<file path="src/rtl/edf_dispatcher_if.sv">
// Request bus between the per-core queues and the EDF dispatcher.
// The master side is the dispatcher; the slave side is the queue/memory environment.
interface edf_dispatcher_if #(
   parameter int NUM_QUEUES    = 4,
   parameter int DATA_SIZE     = 8,
   parameter int REGISTER_SIZE = 32
);
   localparam int ID_WIDTH = (NUM_QUEUES > 1) ? $clog2(NUM_QUEUES) : 1;

   logic [NUM_QUEUES*DATA_SIZE-1:0]     q_value;
   logic [NUM_QUEUES-1:0]               q_empty;
   logic [NUM_QUEUES-1:0]               q_consumed;
   logic [NUM_QUEUES*REGISTER_SIZE-1:0] periods;
   logic [DATA_SIZE-1:0]                out_data;
   logic [ID_WIDTH-1:0]                 out_id;
   logic                                out_valid;
   logic                                out_ready;
   logic                                busy;

   modport master (
      input  q_value, q_empty, periods, out_ready,
      output q_consumed, out_data, out_id, out_valid, busy
   );

   modport slave (
      output q_value, q_empty, periods, out_ready,
      input  q_consumed, out_data, out_id, out_valid, busy
   );
endinterface

</file>
<file path="src/rtl/edf_dispatcher.sv">
// Earliest-deadline-first dispatcher: picks the eligible queue head with the nearest
// absolute deadline, issues it on a valid/ready port and pops the source queue.
module edf_dispatcher #(
   parameter int NUM_QUEUES    = 4,
   parameter int DATA_SIZE     = 8,
   parameter int REGISTER_SIZE = 32,
   parameter int TIME_WIDTH    = 32
) (
   input logic clock,
   input logic reset,
   edf_dispatcher_if.master bus
);
   localparam int ID_WIDTH = (NUM_QUEUES > 1) ? $clog2(NUM_QUEUES) : 1;

   localparam logic [1:0] IDLE   = 2'd0;
   localparam logic [1:0] ISSUE  = 2'd1;
   localparam logic [1:0] GAP    = 2'd2;
   localparam logic [1:0] SETTLE = 2'd3;

   logic [1:0]            r_state;
   logic [TIME_WIDTH-1:0] r_now;
   logic [TIME_WIDTH-1:0] r_deadline [NUM_QUEUES];
   logic [NUM_QUEUES-1:0] r_stable;
   logic [NUM_QUEUES-1:0] r_consumed;
   logic [DATA_SIZE-1:0]  r_outData;
   logic [ID_WIDTH-1:0]   r_outId;
   logic                  r_outValid;

   logic [TIME_WIDTH-1:0] w_period [NUM_QUEUES];
   logic [NUM_QUEUES-1:0] w_isEdf;
   logic [NUM_QUEUES-1:0] w_eligible;
   logic                  w_anyEligible;
   logic [ID_WIDTH-1:0]   w_winner;
   logic                  w_bestEdf;
   logic [TIME_WIDTH-1:0] w_bestDeadline;
   logic [TIME_WIDTH-1:0] w_diff;

   // A zero period marks a best-effort queue; otherwise the period is fitted to the time width.
   for (genvar i = 0; i < NUM_QUEUES; i++) begin : g_period
      logic [REGISTER_SIZE-1:0] w_raw;
      assign w_raw      = bus.periods[i*REGISTER_SIZE +: REGISTER_SIZE];
      assign w_isEdf[i] = |w_raw;
      if (TIME_WIDTH <= REGISTER_SIZE) begin : g_trunc
         assign w_period[i] = w_raw[TIME_WIDTH-1:0];
      end else begin : g_ext
         assign w_period[i] = {{(TIME_WIDTH-REGISTER_SIZE){1'b0}}, w_raw};
      end
   end

   assign w_eligible = ~bus.q_empty & r_stable;

   // Strictly-earlier replacement keeps the lowest index on ties and among best-effort queues.
   always_comb begin
      w_anyEligible  = 1'b0;
      w_winner       = '0;
      w_bestEdf      = 1'b0;
      w_bestDeadline = '0;
      w_diff         = '0;
      for (int i = 0; i < NUM_QUEUES; i++) begin
         w_diff = r_deadline[i] - w_bestDeadline;
         if (w_eligible[i]) begin
            if (!w_anyEligible || (w_isEdf[i] && (!w_bestEdf || w_diff[TIME_WIDTH-1]))) begin
               w_anyEligible  = 1'b1;
               w_winner       = ID_WIDTH'(i);
               w_bestEdf      = w_isEdf[i];
               w_bestDeadline = r_deadline[i];
            end
         end
      end
   end

   // The consumed queue is held unstable until its registered head read has caught up.
   always_ff @(posedge clock) begin
      if (reset) begin
         r_now    <= '0;
         r_stable <= '0;
         for (int i = 0; i < NUM_QUEUES; i++) begin
            r_deadline[i] <= '0;
         end
      end else begin
         r_now    <= r_now + TIME_WIDTH'(1);
         r_stable <= ~bus.q_empty;
         if (r_state == GAP || r_state == SETTLE) begin
            r_stable[r_outId] <= 1'b0;
         end
         for (int i = 0; i < NUM_QUEUES; i++) begin
            if ((!bus.q_empty[i] && !r_stable[i]) ||
                (r_state == SETTLE && r_outId == ID_WIDTH'(i) && !bus.q_empty[i])) begin
               r_deadline[i] <= r_now + w_period[i];
            end
         end
      end
   end

   always_ff @(posedge clock) begin
      if (reset) begin
         r_state    <= IDLE;
         r_outData  <= '0;
         r_outId    <= '0;
         r_outValid <= 1'b0;
         r_consumed <= '0;
      end else begin
         case (r_state)
            IDLE: begin
               if (w_anyEligible) begin
                  r_outData  <= bus.q_value[int'(w_winner)*DATA_SIZE +: DATA_SIZE];
                  r_outId    <= w_winner;
                  r_outValid <= 1'b1;
                  r_state    <= ISSUE;
               end
            end
            ISSUE: begin
               if (r_outValid && bus.out_ready) begin
                  r_outValid <= 1'b0;
                  r_consumed <= NUM_QUEUES'(1) << r_outId;
                  r_state    <= GAP;
               end
            end
            GAP: begin
               r_consumed <= '0;
               r_state    <= SETTLE;
            end
            SETTLE: begin
               r_state <= IDLE;
            end
            default: begin
               r_state <= IDLE;
            end
         endcase
      end
   end

   assign bus.out_data   = r_outData;
   assign bus.out_id     = r_outId;
   assign bus.out_valid  = r_outValid;
   assign bus.q_consumed = r_consumed;
   assign bus.busy       = (r_state != IDLE);
endmodule

</file>
<file path="src/flat_wrapper.sv">
// flat-port wrapper written by rule: the top's interface ports become plain ports
module edf_dispatcher_flat 
#(
   parameter int NUM_QUEUES    = 4,
   parameter int DATA_SIZE     = 8,
   parameter int REGISTER_SIZE = 32,
   parameter int TIME_WIDTH    = 32
)
  (clock, reset, bus_q_value, bus_q_empty, bus_periods, bus_out_ready, bus_q_consumed, bus_out_data, bus_out_id, bus_out_valid, bus_busy);
  edf_dispatcher_if #(.NUM_QUEUES(NUM_QUEUES), .DATA_SIZE(DATA_SIZE), .REGISTER_SIZE(REGISTER_SIZE)) bus_i ();
  input logic clock;
  input logic reset;
  input wire logic [$bits(bus_i.q_value)-1:0] bus_q_value;
  input wire logic [$bits(bus_i.q_empty)-1:0] bus_q_empty;
  input wire logic [$bits(bus_i.periods)-1:0] bus_periods;
  input wire logic [$bits(bus_i.out_ready)-1:0] bus_out_ready;
  output wire logic [$bits(bus_i.q_consumed)-1:0] bus_q_consumed;
  output wire logic [$bits(bus_i.out_data)-1:0] bus_out_data;
  output wire logic [$bits(bus_i.out_id)-1:0] bus_out_id;
  output wire logic [$bits(bus_i.out_valid)-1:0] bus_out_valid;
  output wire logic [$bits(bus_i.busy)-1:0] bus_busy;
  assign bus_i.q_value = bus_q_value;
  assign bus_i.q_empty = bus_q_empty;
  assign bus_i.periods = bus_periods;
  assign bus_i.out_ready = bus_out_ready;
  assign bus_q_consumed = bus_i.q_consumed;
  assign bus_out_data = bus_i.out_data;
  assign bus_out_id = bus_i.out_id;
  assign bus_out_valid = bus_i.out_valid;
  assign bus_busy = bus_i.busy;
  edf_dispatcher #(.NUM_QUEUES(NUM_QUEUES), .DATA_SIZE(DATA_SIZE), .REGISTER_SIZE(REGISTER_SIZE), .TIME_WIDTH(TIME_WIDTH)) u_core (.clock(clock), .reset(reset), .bus(bus_i));
endmodule
</file>
<file path="config.mk">
export PLATFORM = sky130hd
export DESIGN_NAME = edf_dispatcher_flat
export DESIGN_NICKNAME = d
export VERILOG_FILES = /design/src/rtl/edf_dispatcher_if.sv /design/src/rtl/edf_dispatcher.sv /design/src/flat_wrapper.sv
export SDC_FILE = /design/constraint.sdc
export NUM_CORES = 1
export LEC_CHECK = 0
export BUFFER_PORTS_ARGS = -buffer_cell sky130_fd_sc_hd__buf_2
export CORE_UTILIZATION = 61
export CTS_CLUSTER_SIZE = 28
export DETAILED_ROUTE_END_ITERATION = 7
export HOLD_SLACK_MARGIN = 0.05
export PLACE_DENSITY = 0.86
export SKIP_LAST_GASP = 1
export SLEW_MARGIN = 25
export SYNTH_ARGS = -nofsm -noshare
export SYNTH_HDL_FRONTEND = slang
export SYNTH_SLANG_ARGS = --single-unit
export TNS_END_PERCENT = 1
</file>
<file path="constraint.sdc">
create_clock -name clock -period 12.4 [get_ports clock]
set_clock_uncertainty 0.1 [all_clocks]
set_input_delay 0.62 -clock clock [delete_from_list [all_inputs] [get_ports clock]]
set_output_delay 0.62 -clock clock [all_outputs]
set_load 0.03 [all_outputs]
</file>
; ---- Word level (Yosys, flattened, before mapping)
; Memories as Yosys holds them, arrays and structs flattened.
; Index checks and enable logic that the tools add are counted.
[op_classes]
add_sub_neg = 8
order_cmp = 2
eq_ne = 8
shifts = 2
muxes = 52
n_bitwise = 8
n_reduce_logical = 55
[ops]
columns = cell, count
row1 = $mux 32, 9
row2 = $add 32x32->32, 4
row3 = $reduce_or 32->1, 4
row4 = $sub 32x32->32, 3
row5 = $add 32x1->32 const B, 1
row6 = $shiftx 32x6->8, 1
row7 = $mux 1, 30
row8 = $logic_and 1x1->1, 17
row9 = $logic_not 1->1, 14
row10 = $mux 2, 7
row11 = $logic_or 1x1->1, 11
row12 = $and 4x4->4, 2
row13 = $eq 2x2->1 const B, 4
row14 = $mux 4, 2
row15 = $not 4->4, 2
row16 = $pmux 2 s4, 1
row17 = $pmux 4 s2, 1
row18 = $reduce_and 2->1, 3
row19 = $reduce_bool 2->1, 3
row20 = $eq 2x1->1 const B, 2
row21 = $logic_not 2->1, 2
row22 = $ne 2x1->1 const B, 2
row23 = $or 1x1->1, 4
row24 = $shl 1x2->4 const A, 1
row25 = other kinds (5), 5
[word_totals]
register_bits = 53
ramBits = 128
out_inout_bits = 16
word_cells = 143
mem_count = 1
[memory_table]
columns = name, words, width, rd, rd_clocked_by_memory_dff, wr, line_no
row1 = u_core.r_deadline, 4, 32, 4, 0, 4, edf_dispatcher.sv:22  ; logic [TIME_WIDTH-1:0] r_deadline [NUM_QUEUES];

; ---- Logic depth before layout (Yosys ltp)
[depth]
depth_word = 23
depth_mapped = 45
depth_no_buf = 38

; ---- Worst setup path after synthesis
; OpenSTA, ideal clock, no wires.
[synth_path]
path_type = input-to-reg
startpoint = in bus_q_empty[0]
endpoint = reg u_core.r_outData[0], in the netlist u_core.bus.out_data[0]
setup_time_ps = 136
arrival_time_ps = 8741
slack_ps = 3423
cell_stages = 43
path_buffers = 6
cell_sequence = nor2b_1 > clkbuf_1 > clkbuf_1 > nand2_1 > ha_1 > nand4_2 > nor4_4 > nand2_1 > a41o_1 > a2111oi_4 > o21a_1 > clkbuf_1 > clkbuf_1 > nand2_1 > o21a_1 > ha_1 > a21o_1 > a21o_1 > [... 7 more ...] > clkbuf_1 > nor2_1 > a21oi_1 > ha_1 > a21o_1 > a21o_1 > a21o_1 > a21o_1 > a21o_1 > a21o_1 > a21oi_1 > o31ai_1 > a31oi_1 > a31oi_1 > xnor3_1 > a21o_2 > a21oi_4 > a221oi_2
[synth_between]
elab_chain_cells = 22
elab_cells_between_ends = 45
classes_between = add/sub: 3 / shift: 1 / mux: 23 / bitwise: 2 / reduce/logical: 16
[synth_rtl]
columns = item, line_no
row1 = "start, declared", flat_wrapper.sv:14  ; input wire logic [$bits(bus_i.q_empty)-1:0] bus_q_empty;
row2 = $not 4->4 (*), edf_dispatcher.sv:50  ; assign w_eligible = ~bus.q_empty & r_stable;
row3 = $and 4x4->4 (*), edf_dispatcher.sv:50
row4 = $mux 32 or $mux 1 (tied branches), edf_dispatcher.sv:61  ; if (w_eligible[i]) begin
row5 = $sub 32x32->32 or $logic_not 1->1 (tied branches), "edf_dispatcher.sv:60, edf_dispatcher.sv:62"
row6 = $logic_or 1x1->1, edf_dispatcher.sv:62  ; if (!w_anyEligible || (w_isEdf[i] && (!w_bestEdf || w_diff[TIME_WIDTH-1]))) begin
row7 = $logic_and 1x1->1, edf_dispatcher.sv:62
row8 = $logic_or 1x1->1, edf_dispatcher.sv:62
row9 = $mux 32 or $mux 1 (tied branches), edf_dispatcher.sv:62
row10 = [... 6 more ...], --
row11 = $mux 32 or $mux 1 (tied branches), edf_dispatcher.sv:61
row12 = $sub 32x32->32 or $logic_not 1->1 (tied branches), "edf_dispatcher.sv:60, edf_dispatcher.sv:62"
row13 = $logic_or 1x1->1, edf_dispatcher.sv:62
row14 = $logic_and 1x1->1, edf_dispatcher.sv:62
row15 = $logic_or 1x1->1, edf_dispatcher.sv:62
row16 = $mux 2 or $mux 1 (tied branches), edf_dispatcher.sv:62
row17 = $mux 2 or $mux 1 (tied branches), edf_dispatcher.sv:61
row18 = $shiftx 32x6->8 or $reduce_and 2->1 (tied branches), --
row19 = "end signal, assigned", edf_dispatcher.sv:106  ; r_outData <= bus.q_value[int'(w_winner)*DATA_SIZE +: DATA_SIZE];
row20 = "end, declared", edf_dispatcher.sv:25  ; logic [DATA_SIZE-1:0] r_outData;
; Every way passes the cells marked *; elsewhere a longest branch is shown, timed or not.
; A chain may end at the register's enable or synchronous reset.

; ---- Final worst setup path
[layout_path]
startpoint = reg u_core.r_stable[0]
endpoint = reg u_core.r_outData[7], in the netlist u_core.bus.out_data[7]
[layout_between]
elab_chain_cells = 21
elab_cells_between_ends = 44
classes_between = add/sub: 3 / shift: 1 / mux: 23 / bitwise: 1 / reduce/logical: 16
[layout_rtl]
columns = item, line_no
row1 = "start, declared", edf_dispatcher.sv:23  ; logic [NUM_QUEUES-1:0] r_stable;
row2 = "start signal, assigned", edf_dispatcher.sv:82  ; r_stable <= ~bus.q_empty;
row3 = $and 4x4->4 (*), edf_dispatcher.sv:50
row4 = $mux 32 or $mux 1 (tied branches), edf_dispatcher.sv:61
row5 = $sub 32x32->32 or $logic_not 1->1 (tied branches), "edf_dispatcher.sv:60, edf_dispatcher.sv:62"
row6 = $logic_or 1x1->1, edf_dispatcher.sv:62
row7 = $logic_and 1x1->1, edf_dispatcher.sv:62
row8 = $logic_or 1x1->1, edf_dispatcher.sv:62
row9 = $mux 32 or $mux 1 (tied branches), edf_dispatcher.sv:62
row10 = $mux 32 or $mux 1 (tied branches), edf_dispatcher.sv:61
row11 = [... 5 more ...], --
row12 = $mux 32 or $mux 1 (tied branches), edf_dispatcher.sv:61
row13 = $sub 32x32->32 or $logic_not 1->1 (tied branches), "edf_dispatcher.sv:60, edf_dispatcher.sv:62"
row14 = $logic_or 1x1->1, edf_dispatcher.sv:62
row15 = $logic_and 1x1->1, edf_dispatcher.sv:62
row16 = $logic_or 1x1->1, edf_dispatcher.sv:62
row17 = $mux 2 or $mux 1 (tied branches), edf_dispatcher.sv:62
row18 = $mux 2 or $mux 1 (tied branches), edf_dispatcher.sv:61
row19 = $shiftx 32x6->8 or $reduce_and 2->1 (tied branches), --
; Marked as above.

==> flow_summary.toml <==
[yosys]
synth.most_common_cell = "nor2_1"
yosys-top-cells-count = "nor2_1, ha_1, a21oi_1"
syn_avg_cell_area_sq_um = 8.69
synth_nets = 2230
synthCells = 1840
ys_top_cells_by_area = "edfxtp_1, ha_1, dfxtp_1, a21oi_1, nor2_1"
synth_flop_cell = "edfxtp_1"
synth-edff-count = 128
yosysTopAreaCell = "edfxtp_1"
synth_seq_cells = 181
netlist.area_leader.share = 0.240
synthesis.area_sq_um = 16000
async_reset_ff_frac = 0
synth_cell_types = 75
yosys_warnings = 0
ys_seq_area_frac = 0.307

[route]
drt-initial-drc-count = 1352
ant_nets = 0
drtPass1Iterations = 6
wl_per_cell_um = 21.1
wl_um = 49500
vias = 15172
drcViolationCount = 0
avgViaCountPerCell = 6.46

[layout]
drive_above_1_share = 0.133
layout.nets = 2393
synthToLayoutAreaGrowth_pct = 11.8
finish.utilization = 0.702

[global_route]
grt_pass1_wl_um = 75600
grt_max_degree = 64
grt_pass1_vias = 14265
grt_usage = 0.370
overflow = 0
grt_antenna_before_repair = 2

[place]
dpl.hpwl_um = 39300
globalplace.congestion = 1.01
port_buffers = 182

[sta]
tns_ns = 0
slew_headroom = 0.334
fin_crit_ns = 9.71
worst_slew_pin_slew_ns = 1.00
finalHoldViolCount = 0
setup_violations = 0
rsz0062_at_grt = "false"
finalCritPeriodShare = 0.783
fmax_ghz = 0.103
drv_slew = 0

[clock_tree]
root_buffer = "clkbuf_16"
path_clk_slew_ns = 0.08
cts_setup_buffers = 0
numCtsBuffers = 17
h-tree-depth = 4
ctsResizeCount = 0
clkSinkCount = 181
cts.path.max_buffers = 2
cts_tree = "done"
holdBufCountCts = 0
clock_latency_ns = 0.45

[power_and_ir_drop]
ir_drop_v = 0.0000958
leakage_nw = 7.96
power_density_nw_per_um2 = 103

[worst_setup_path]
r2r_slack_ns = 2.69
critPathMaxFanout = 60
cp_common_cell = "a21o_1"
crit_required_ns = 12.62
r2r-start = "u_core.r_stable[0]"
cp_slowest_stage_delay_ns = 0.64
worst_setup_path_end_kind = "flop"
r2r_end = "u_core.bus.out_data[7]"
cp.arrival_ns = 9.93
startpoint_type = "flop"
crit_type = "flop to flop"
r2r_cells = 38
cp_slowest_cell = "nor2b_4"

[floorplanning]
fp.dieW_um = 164
die-area_sq_um = 26900
rows = 58
start_util = 0.628
die_h_um = 164
core_sq_um = 25500
io_pins = 183

[worst_hold_path]
holdPathStages = 2
min_to = "u_core.r_stable[3]"
min_from = "bus_q_empty[3]"
worstHoldPathType = "input port to flop"

[outcome]
run_status = "complete, no violations"

[run]
maxCapViolCount = 0
==> layer usage <==
| metal | global-route usage | share of wire |
|---|---|---|
| met1 | 0.448 | 0.39 |
| met2 | 0.609 | 0.46 |
| met3 | 0.0674 | 0.089 |
| met4 | 0.234 | 0.065 |
| met5 | 0 | 0 |
==> cells in the final DEF (no fill, tap or decap), types with 10 or more instances in the layout <==
cell,instances
or3_1,15
nor2b_1,28
dfxtp_1,53
nor4_1,38
a21boi_0,13
xnor2_1,49
and4_1,11
and3_1,16
clkbuf_16,21
nand2_1,139
edfxtp_1,128
xor2_1,69
and2_1,13
nor3_1,53
nand2b_1,24
nand3_1,40
o21bai_1,22
ha_1,219
inv_1,68
o21ai_0,78
nand4_1,28
a21oi_1,183
a211oi_1,10
buf_4,11
buf_2,182
mux2i_1,17
a31oi_1,15
a21o_1,54
o21a_1,41
nor2_1,239
==> worst max-delay path, delay by kind of cell, from the launching register on <==
kind	cells	cell delay (ns)
AOI/OAI and AO/OA	24	5.43
and+or+nand+nor	9	1.98
adders and majority gates	3	0.92
DFF	1	0.40
buffers and inverters	1	0.37
xor gates and xnor gates	1	0.36
==> sequential cells by signal, summed over array words and instances (netlist names) <==
| register | flops |
|---|---|
| u_core.bus.out_valid | 1 |
| u_core.bus.q_consumed | 4 |
| u_core.r_state | 2 |
| u_core.r_deadline | 128 |
| u_core.bus.out_data | 8 |
| u_core.bus.out_id | 2 |
| u_core.r_stable | 4 |
| u_core.r_now | 32 |
==> where the power goes <==
group	internal, W	switching (W)
Clock	0.000318	0.000263
Combinational	0.000191	0.000307
Sequential	0.000710	0.0000456
==> per-stage QoR <==
stage | instances | setup WS [ns] | total power (W) | area [sq um] | hold slack [ns]
after floorplan | 1840 | 3.42 | 0.00110 | 16000 | 0.372
after global placement | 2314 | 2.18 | 0.00123 | 17200 | 0.356
after detailed placement | 2314 | 2.18 | 0.00125 | 17200 | 0.372
after CTS | 2346 | 2.47 | 0.00183 | 17900 | 0.296
after global routing | 2346 | 2.01 | 0.00191 | 17900 | 0.312
final | 2347 | 2.69 | 0.00183 | 17900 | 0.305
==> cell families after synthesis <==
logic type | Yosys count | share of synthesized area
adder cells (fa/ha/maj) | 223 | 0.176
AND/OR/NAND/NOR | 690 | 0.212
XOR/XNOR | 120 | 0.0674
buffers and inverters | 117 | 0.0279
multiplexers | 17 | 0.0106
AO/OA/AOI/OAI | 492 | 0.199
flip-flops | 181 | 0.307
==> area by class of cell <==
type / count / area [sq um]
Fill cell: 1982 / 7600
Timing Repair Buffer: 193 / 993
Multi-Input combinational cell: 1542 / 10700
Antenna cell: 1 / 2.50
Clock buffer: 22 / 539
Inverter: 68 / 255
Clock inverter: 10 / 90.1
Tap cell: 330 / 413
Sequential cell: 181 / 4900
==> worst max path at each step <==
stage                                  start                     end  slack [ns]  depth (start not counted)
after floorplan               bus_q_empty[0]  u_core.bus.out_data[0]        3.42                         43
after global placement        bus_q_empty[0]  u_core.bus.out_data[6]        2.18                         39
after detailed placement      bus_q_empty[0]  u_core.bus.out_data[4]        2.18                         39
after CTS                 u_core.r_stable[0]  u_core.bus.out_data[7]        2.47                         38
after global routing      u_core.r_stable[0]  u_core.bus.out_data[7]        2.01                         37
final                     u_core.r_stable[0]  u_core.bus.out_data[7]        2.69                         38
Note: power is estimated with default switching activity, not from simulation.
